--- src/rtl/ac97_decimator_if.sv ---
// Sample bus between the AC97 capture side and the decimator: input strobe/data,
// run/clear controls, and the decimated output strobe feeding the delay stage.
interface ac97_decimator_if #(
  parameter int IN_WIDTH = 16
);
  logic                ready;
  logic [IN_WIDTH-1:0] ac97_sample;
  logic                enable;
  logic                clear_clip;
  logic [11:0]         sample_out;
  logic                sample_ready;
  logic                clipped;

  modport master (
    output ready, ac97_sample, enable, clear_clip,
    input  sample_out, sample_ready, clipped
  );

  modport slave (
    input  ready, ac97_sample, enable, clear_clip,
    output sample_out, sample_ready, clipped
  );
endinterface

--- src/rtl/ac97_decimator.sv ---
// Averages groups of 2^LOG_DECIM AC97 samples, rounds half-up, saturates to
// signed 12 bits and strobes the result two edges after the group completes.
module ac97_decimator #(
  parameter int IN_WIDTH  = 16,
  parameter int LOG_DECIM = 1
) (
  input logic             clock,
  input logic             reset,
  ac97_decimator_if.slave bus
);

  localparam int DECIM = 1 << LOG_DECIM;
  localparam int SHIFT = LOG_DECIM + IN_WIDTH - 12;
  localparam int ACC_W = IN_WIDTH + LOG_DECIM;

  localparam logic [ACC_W:0]       RND  = (ACC_W + 1)'(1) << (SHIFT - 1);
  localparam logic [LOG_DECIM-1:0] LAST = LOG_DECIM'(DECIM - 1);

  logic [LOG_DECIM-1:0]    r_count;
  logic signed [ACC_W-1:0] r_acc;
  logic signed [ACC_W-1:0] r_sum;
  logic                    r_v1;
  logic signed [ACC_W:0]   r_rnd;
  logic                    r_v2;
  logic [11:0]             r_out;
  logic                    r_rdy;
  logic                    r_clip;

  logic                    w_accept;
  logic                    w_last;
  logic signed [ACC_W-1:0] w_ext;
  logic signed [ACC_W-1:0] w_grp;
  logic signed [12:0]      w_q;
  logic                    w_sat_hi;
  logic                    w_sat_lo;
  logic [11:0]             w_out;

  assign w_accept = bus.ready & bus.enable;
  assign w_last   = (r_count == LAST);
  assign w_ext    = {{LOG_DECIM{bus.ac97_sample[IN_WIDTH-1]}}, bus.ac97_sample};
  assign w_grp    = (r_count == '0) ? w_ext : r_acc + w_ext;

  // After the shift exactly 13 significant bits remain, so the top two bits
  // disagreeing is the complete out-of-range test.
  assign w_q      = 13'(r_rnd >>> SHIFT);
  assign w_sat_hi = ~w_q[12] &  w_q[11];
  assign w_sat_lo =  w_q[12] & ~w_q[11];
  assign w_out    = w_sat_hi ? 12'h7FF :
                    w_sat_lo ? 12'h800 : w_q[11:0];

  // Group accumulation and stage 1
  always_ff @(posedge clock or posedge reset) begin
    if (reset) begin
      r_count <= '0;
      r_acc   <= '0;
      r_sum   <= '0;
      r_v1    <= 1'b0;
    end else begin
      r_v1 <= 1'b0;
      if (!bus.enable) begin
        r_count <= '0;
      end else if (w_accept) begin
        r_acc   <= w_grp;
        r_count <= r_count + 1'b1;
        if (w_last) begin
          r_sum <= w_grp;
          r_v1  <= 1'b1;
        end
      end
    end
  end

  // Stage 2: rounding offset, one bit wider so the add cannot overflow
  always_ff @(posedge clock or posedge reset) begin
    if (reset) begin
      r_rnd <= '0;
      r_v2  <= 1'b0;
    end else begin
      r_v2 <= r_v1;
      if (r_v1) begin
        r_rnd <= $signed({r_sum[ACC_W-1], r_sum}) + $signed(RND);
      end
    end
  end

  // Stage 3: narrow, saturate, strobe; saturation beats a coincident clear
  always_ff @(posedge clock or posedge reset) begin
    if (reset) begin
      r_out  <= '0;
      r_rdy  <= 1'b0;
      r_clip <= 1'b0;
    end else begin
      r_rdy <= 1'b0;
      if (r_v2) begin
        r_out <= w_out;
        r_rdy <= 1'b1;
      end
      if (r_v2 && (w_sat_hi || w_sat_lo)) begin
        r_clip <= 1'b1;
      end else if (bus.clear_clip) begin
        r_clip <= 1'b0;
      end
    end
  end

  assign bus.sample_out   = r_out;
  assign bus.sample_ready = r_rdy;
  assign bus.clipped      = r_clip;

endmodule

--- src/flat_wrapper.sv ---
// flat-port wrapper written by rule: the top's interface ports become plain ports
module ac97_decimator_flat 
#(
  parameter int IN_WIDTH  = 16,
  parameter int LOG_DECIM = 1
)
  (clock, reset, bus_ready, bus_ac97_sample, bus_enable, bus_clear_clip, bus_sample_out, bus_sample_ready, bus_clipped);
  ac97_decimator_if #(.IN_WIDTH(IN_WIDTH)) bus_i ();
  input logic clock;
  input logic reset;
  input wire logic [$bits(bus_i.ready)-1:0] bus_ready;
  input wire logic [$bits(bus_i.ac97_sample)-1:0] bus_ac97_sample;
  input wire logic [$bits(bus_i.enable)-1:0] bus_enable;
  input wire logic [$bits(bus_i.clear_clip)-1:0] bus_clear_clip;
  output wire logic [$bits(bus_i.sample_out)-1:0] bus_sample_out;
  output wire logic [$bits(bus_i.sample_ready)-1:0] bus_sample_ready;
  output wire logic [$bits(bus_i.clipped)-1:0] bus_clipped;
  assign bus_i.ready = bus_ready;
  assign bus_i.ac97_sample = bus_ac97_sample;
  assign bus_i.enable = bus_enable;
  assign bus_i.clear_clip = bus_clear_clip;
  assign bus_sample_out = bus_i.sample_out;
  assign bus_sample_ready = bus_i.sample_ready;
  assign bus_clipped = bus_i.clipped;
  ac97_decimator #(.IN_WIDTH(IN_WIDTH), .LOG_DECIM(LOG_DECIM)) u_core (.clock(clock), .reset(reset), .bus(bus_i));
endmodule
--- config.mk ---
export PLATFORM = sky130hd
export DESIGN_NAME = ac97_decimator_flat
export DESIGN_NICKNAME = d
export VERILOG_FILES = /design/src/rtl/ac97_decimator_if.sv /design/src/rtl/ac97_decimator.sv /design/src/flat_wrapper.sv
export SDC_FILE = /design/constraint.sdc
export NUM_CORES = 1
export LEC_CHECK = 0
export BUFFER_PORTS_ARGS = -buffer_cell sky130_fd_sc_hd__buf_2
export CAP_MARGIN = 25
export CORE_MARGIN = 1.5
export CORE_UTILIZATION = 25
export DETAILED_ROUTE_END_ITERATION = 8
export HOLD_SLACK_MARGIN = 0.05
export PLACE_DENSITY = 0.4
export SYNTH_ARGS = -nofsm -noshare
export SYNTH_HDL_FRONTEND = slang
export SYNTH_SLANG_ARGS = --single-unit
--- constraint.sdc ---
create_clock -name clock -period 7.1 [get_ports clock]
set_clock_uncertainty 0.15 [all_clocks]
set_input_delay 0 -clock clock [delete_from_list [all_inputs] [get_ports clock]]
set_output_delay 0 -clock clock [all_outputs]
set_load 0.1 [all_outputs]
==> results of run 1 <==
==> routing by layer <==
metal / GRT usage / routed length, microns / vias to the layer above
met5: 0 / 0 / -
met3: 0.03612 / 252 / 7
met1: 0.1671 / 4104 / 1202
li1: - / - / 1380
met4: 0.03571 / 72 / 0
met2: 0.1749 / 3232 / 47
==> cell usage in the layout (no fill, tap or decap), drive strengths merged <==
cell,count
dfrtp,60
a21oi,55
nand2,45
buf,37
nor2,32
o21ai,26
ha,20
dlygate4sd3,20
xor2,14
xnor2,12
nand3,11
clkbuf,11
mux2i,9
inv,9
nor3b,8
mux2,6
and3,5
a21o,5
nand4,4
and2,4
o21bai,3
a211oi,3
o211ai,2
a221o,2
a31oi,2
bufinv,2
o31ai,2
and4,1
a21boi,1
a41oi,1
a41o,1
nand4b,1
o22a,1
o311ai,1
fa,1
clkinv,1
clkinvlp,1
==> state kept, by name, summed over array words and instances (netlist names) <==
name / cells
u_core.r_v1: 1
u_core.r_count: 1
u_core.r_v2: 1
u_core.r_sum: 13
u_core.r_acc: 17
u_core.bus.clipped: 1
u_core.bus.sample_ready: 1
u_core.r_rnd: 13
u_core.bus.sample_out: 12
==> power groups by stage <==
stage / clock network [mW] / registers (mW) / logic, mW
after floorplan: 0 / 0.768 / 0.366
after global placement: 0 / 0.572 / 0.705
after global routing: 0.510 / 0.591 / 0.789
after CTS: 0.493 / 0.570 / 0.719
after detailed placement: 0 / 0.575 / 0.706
final: 0.478 / 0.568 / 0.713
==> worst max-delay path, delay by kind of cell (launching register included) <==
family | cells | cell delay, ns
compound gates | 5 | 1.13
xor+xnor | 1 | 0.11
fa+ha+maj | 2 | 0.65
flops | 1 | 0.38
simple gates | 1 | 0.09
==> worst paths after layout <==
path / cells past startpoint / slack [ns] / end
max: 9 / 4.46 / u_core.r_acc[14]
min: 5 / 0.17 / u_core.r_acc[16]
max reg2reg: 9 / 4.46 / u_core.r_acc[14]
min reg2reg: 2 / 0.34 / u_core.r_acc[3]
max in group asynchronous: 4 / 5.97 / u_core.r_acc[9]
min in group asynchronous: 4 / 0.32 / u_core.bus.sample_out[4]
==> synthesized netlist by cell type (all sizes together), types with 2 or more instances <==
| library cell | number |
|---|---|
| nor2 | 32 |
| inv | 9 |
| o31ai | 2 |
| nand3 | 11 |
| buf | 2 |
| mux2i | 9 |
| nor3b | 8 |
| ha | 20 |
| a221o | 2 |
| and3 | 5 |
| a211oi | 3 |
| xor2 | 14 |
| a31oi | 2 |
| dfrtp | 60 |
| nand4 | 4 |
| o211ai | 2 |
| clkbuf | 17 |
| a21oi | 55 |
| o21ai | 26 |
| a21o | 5 |
| mux2 | 6 |
| xnor2 | 12 |
| o21bai | 3 |
| and2 | 4 |
| nand2 | 45 |
==> logic make-up (layout without fill, tap and decap cells) <==
| kind of cell | Yosys count | after routing | synth area share |
|---|---|---|---|
| AND/OR/NAND/NOR | 111 | 111 | 0.1478 |
| AO/OA/AOI/OAI | 105 | 105 | 0.1872 |
| flip-flops | 60 | 60 | 0.4413 |
| buffers and inverters | 28 | 81 | 0.03089 |
| XOR/XNOR | 26 | 26 | 0.06694 |
| adder cells (fa/ha/maj) | 21 | 21 | 0.07944 |
| multiplexers | 15 | 15 | 0.04634 |
==> final cells by class <==
type,instances,area [sq um]
multi-input combinational,278,1795
timing repair buffer,57,412.9
clock buffer,11,252.7
inverter,9,33.78
clock inverter,4,72.57
sequential,60,1501
fill,1430,8954
tap,176,220.2
==> repair_timing <==
| action | 4_1_cts | 5_1_grt |
|---|---|---|
| hold endpoints to repair | 79 | 0 |
| hold buffers | 20 | 0 |
| buffers inserted | 0 | 0 |
==> impl_metrics.yaml, run 1 <==
clock_tree:
  clk-insertion-delay-late_ns: 0.33
  cts_buffers: 9
  clk_pin_slew_ns: 0.05
  clock-root-buffer: "clkbuf_16"
  h-tree-depth: 3
  clockBufferDepth: 2
  cts_tree: "built"
  post_cts_resized: 0
  cts.sinks: 60
synthesis:
  syn-num-nets: 408
  ys_ff_latch: 60
  avgSynthCellArea_sq_um: 9.295
  synth_cell_types: 38
  syn_area_sq_um: 3402
  synth_edf_count: 0
  synth_warnings: 0
  synth_area_leaders: "dfrtp_1 44%, a21oi_1 7.8%, ha_1 7.4%"
  synth_async_sr_flop_share: 1.000
  yosysSeqAreaShare: 0.4413
  syn_inst: 366
  yosys.area.top_type: "dfrtp_1"
  yosysTopAreaCellShare: 0.4413
  ys.flop_type: "dfrtp_1"
outcome:
  outcome: "finished clean"
cells_and_area:
  nNetsFinal: 457
  syn2layout_area_growth_pct: 26.08
  final_util: 0.3239
  final_layout_size_suffix_gt1_frac: 0.1575
  stdcell_count: 595
  fin_area_sq_um: 4289
  antennaDiodeCount: 0
timing:
  tns_ns: 0
  tightest_slew_ns: 0.9809
  setup_viol: 0
  fmax_mhz: 378.3
  hold_viol_final: 0
  slew_violations: 0
  fin_crit_ns: 2.644
  layout_setup_ws_ns: 4.456
  relSlewSlack: 0.3460
  post-route-period-util: 0.3723
  grt_setup_unrepaired: "no"
  whs_ns: 0.1666
grt:
  grt_usage: 0.1188
  overflow: 0
  antenna_found_initial: 0
  grt_max_degree: 61
  grt_first_pass_wirelength_microns: 13350
  grt_pass1_vias: 2563
floorplanning:
  io_pins: 35
  die_h_microns: 119.7
  dieArea_sq_um: 14320
  num_rows: 42
  initial_core_util: 0.2569
  die_w_microns: 119.7
  core_area_sq_um: 13240
placement:
  dp.cells: 559
  dp_hpwl_microns: 5244
  port_buffers: 34
  pre_cts_ws_ns: 4.481
  routabilityCongestion: 0.7871
  dpl_cell_area_sq_um: 3736
setup_path:
  critPathSlowestCell: "fa_1"
  startpoint: "u_core.r_acc[0]"
  worstPathRequired_ns: 7.15
  crit_arrival_ns: 2.69
  critPathKind: "flop to flop"
  cpMostUsedCell: "a211oi_2"
  cpPeakStageDelay_ns: 0.44
  reg2reg_from: "u_core.r_acc[0]"
  cp_max_fo: 3
  critPathLaunchType: "flop"
  worst_setup_path_end_kind: "flop"
  path_cells: "ha_1 -> fa_1 -> a211oi_2 -> o21bai_1 -> a21oi_2 -> nor2_1 -> a211oi_2 -> xnor2_1 -> a221o_1"
route:
  final_antenna_net_count: 0
  vias: 2636
  drcViolationCount: 0
  postRouteWirelength_microns: 7662
  firstDrtPassIters: 4
  wl_per_cell_microns: 12.88
  avgViaCountPerCell: 4.430
  drt_iter0_drc: 139
power_and_ir_drop:
  leakage_nw: 1.924
  finalPower_mw: 1.760
  clkPwrFrac: 0.272
  p_int_mw: 1.015
  pwr-share-seq: 0.323
  p_sw_mw: 0.7448
  ir_worst_vdd_uv: 138.0
  power_per_cell_area_nw_per_um2: 410.3
  pwr-share-comb: 0.405
  power.share.switching: 0.4233
worst_hold_path:
  min-delay-start: "bus_ready"
  hold_class: "input port to flop"
job:
  cap_violations: 0
No activity file was read; power rests on OpenSTA's default activity.
==> inputs of run 2 (changes only) <==
==> constraint.sdc (replaced) <==
create_clock -name clock -period 2.61 [get_ports clock]
set_clock_uncertainty 0.15 [all_clocks]
set_input_delay 0 -clock clock [delete_from_list [all_inputs] [get_ports clock]]
set_output_delay 0 -clock clock [all_outputs]
set_load 0.1 [all_outputs]
==> run 2 against run 1 <==
Die area unchanged. Sequential power increased to 2.7 times the previous value. Critical path depth unchanged. Power increased to 2.6 times the previous value. First-iteration DRC count decreased by 19%. Highest routed layer unchanged. Critical path type unchanged.
==> impl_metrics.yaml, run 2 (synthesized netlist as in run 1, its figures left out) <==
outcome:
  outcome: "finished clean"
setup_path:
  worst-r2r-cell-count: 9
  critPathLaunchType: "flop"
  worst_setup_path_end_kind: "flop"
  critPathKind: "flop to flop"
  worstPathRequired_ns: 2.68
  crit_arrival_ns: 2.57
  cp_max_fo: 2
clock_tree:
  cts_buffers: 9
  clockBufferDepth: 2
  clk_pin_slew_ns: 0.06
  h-tree-depth: 3
  cts_tree: "built"
  cts.sinks: 60
  cts_setup_buffers: 0
  clk-insertion-delay-late_ns: 0.34
  clock-root-buffer: "clkbuf_16"
cells_and_area:
  nNetsFinal: 463
  fin_area_sq_um: 4269
  top_register: "u_core.r_acc"
  layout_commonest_cell: "dfrtp_1"
  syn2layout_area_growth_pct: 25.49
  reg_top3: "u_core.r_acc x17, u_core.r_rnd x13, u_core.r_sum x13"
  final_layout_size_suffix_gt1_frac: 0.1737
  largest_register_ffs: 17
  antennaDiodeCount: 0
  final_cell_mix: "60 x dfrtp_1, 53 x a21oi_1, 45 x nand2_1"
grt:
  overflow: 0
  grt_usage: 0.1193
  antenna_found_initial: 0
  grt_max_degree: 26
  grt_first_pass_wirelength_microns: 13350
  grt_pass1_vias: 2628
timing:
  tns_ns: 0
  fmax_mhz: 399.1
  tightest_slew_ns: 0.8476
  whs_ns: 0.1297
  relSlewSlack: 0.4336
  post-route-period-util: 0.9600
  setup_viol: 0
  hold_viol_final: 0
  grt_setup_unrepaired: "no"
  fin_crit_ns: 2.506
  slew_violations: 0
placement:
  dpl_cell_area_sq_um: 3789
  port_buffers: 34
  routabilityCongestion: 0.7846
  dp_hpwl_microns: 5549
route:
  vias: 2699
  postRouteWirelength_microns: 7772
  final_antenna_net_count: 0
  avgViaCountPerCell: 4.483
  firstDrtPassIters: 4
  wl_per_cell_microns: 12.91
  drt_iter0_drc: 113
  drcViolationCount: 0
floorplanning:
  num_rows: 42
  core_area_sq_um: 13240
  io_pins: 35
  die_w_microns: 119.7
  die_h_microns: 119.7
  dieArea_sq_um: 14320
  initial_core_util: 0.2569
power_and_ir_drop:
  ir_worst_vdd_uv: 275.7
  power_per_cell_area_nw_per_um2: 1080
  leakage_nw: 1.922
job:
  cap_violations: 0
worst_hold_path:
  hold_class: "input port to async pin"
[run 2: changes by cell type in the layout (fill, tap and decap cells not counted)]
cell / change
buf_4: +7
clkinv_4: +3
clkbuf_8: -2
bufinv_16: -2
ha_1: -1
ha_2: +1
inv_6: +1
clkinv_2: +1
buf_16: -1
[run 2: critical path, cell delays in order (launching register included)]
cell	delay, ns
dfrtp_1	0.38
ha_1	0.21
fa_1	0.42
a211oi_2	0.23
o21bai_1	0.13
a21oi_2	0.17
nor2_1	0.07
a211oi_2	0.19
xnor2_1	0.10
a221o_1	0.32
[run 2: cell type report]
class,count,area (sq um)
Multi-Input combinational cell,278,1798
Clock inverter,7,52.55
Sequential cell,60,1501
Tap cell,176,220.2
Timing Repair Buffer,63,437.9
Fill cell,1440,8974
Inverter,9,33.78
Clock buffer,9,225.2
[run 2: what timing repair did]
action                                  CTS  global route
gates resized for setup                   0             1
hold endpoints to repair                 42             0
hold buffers                             20             0
endpoints found under the setup margin    0             3
[run 2: report_power, final]
part           switching (mW)  internal (mW)  leakage [nW]
Combinational            1.34          0.624          1.07
Sequential              0.259           1.27         0.714
Clock                   0.471          0.646         0.136
[run 2: worst paths after layout]
check | startpoint | endpoint | slack, ns
hold / removal | reset | u_core.r_acc[6] | 0.13
hold reg to reg | u_core.r_acc[2] | u_core.r_acc[2] | 0.34
max in group asynchronous | reset | u_core.r_acc[9] | 1.46
min in group clock | bus_ready | u_core.r_acc[16] | 0.16
setup / recovery | u_core.r_acc[0] | u_core.r_acc[14] | 0.10
setup reg to reg | u_core.r_acc[0] | u_core.r_acc[14] | 0.10
[run 2: per-stage QoR]
stage	cells	util	setup WS, ns	power (mW)
after floorplan	366	-	0.1872	3.084
after detailed placement	566	0.2861	0.08470	3.501
final	602	0.3224	0.1045	4.612
after global placement	566	0.2861	0.1089	3.494
after CTS	602	0.3222	0.06568	4.686
after global routing	602	0.3224	0.01874	4.954
[run 2: per-layer routing]
metal,vias up,share of wire,global-route usage
met5,-,0,0
met4,0,0.017,0.04613
met3,11,0.037,0.03184
met2,46,0.43,0.1789
met1,1246,0.52,0.1639
li1,1396,-,-
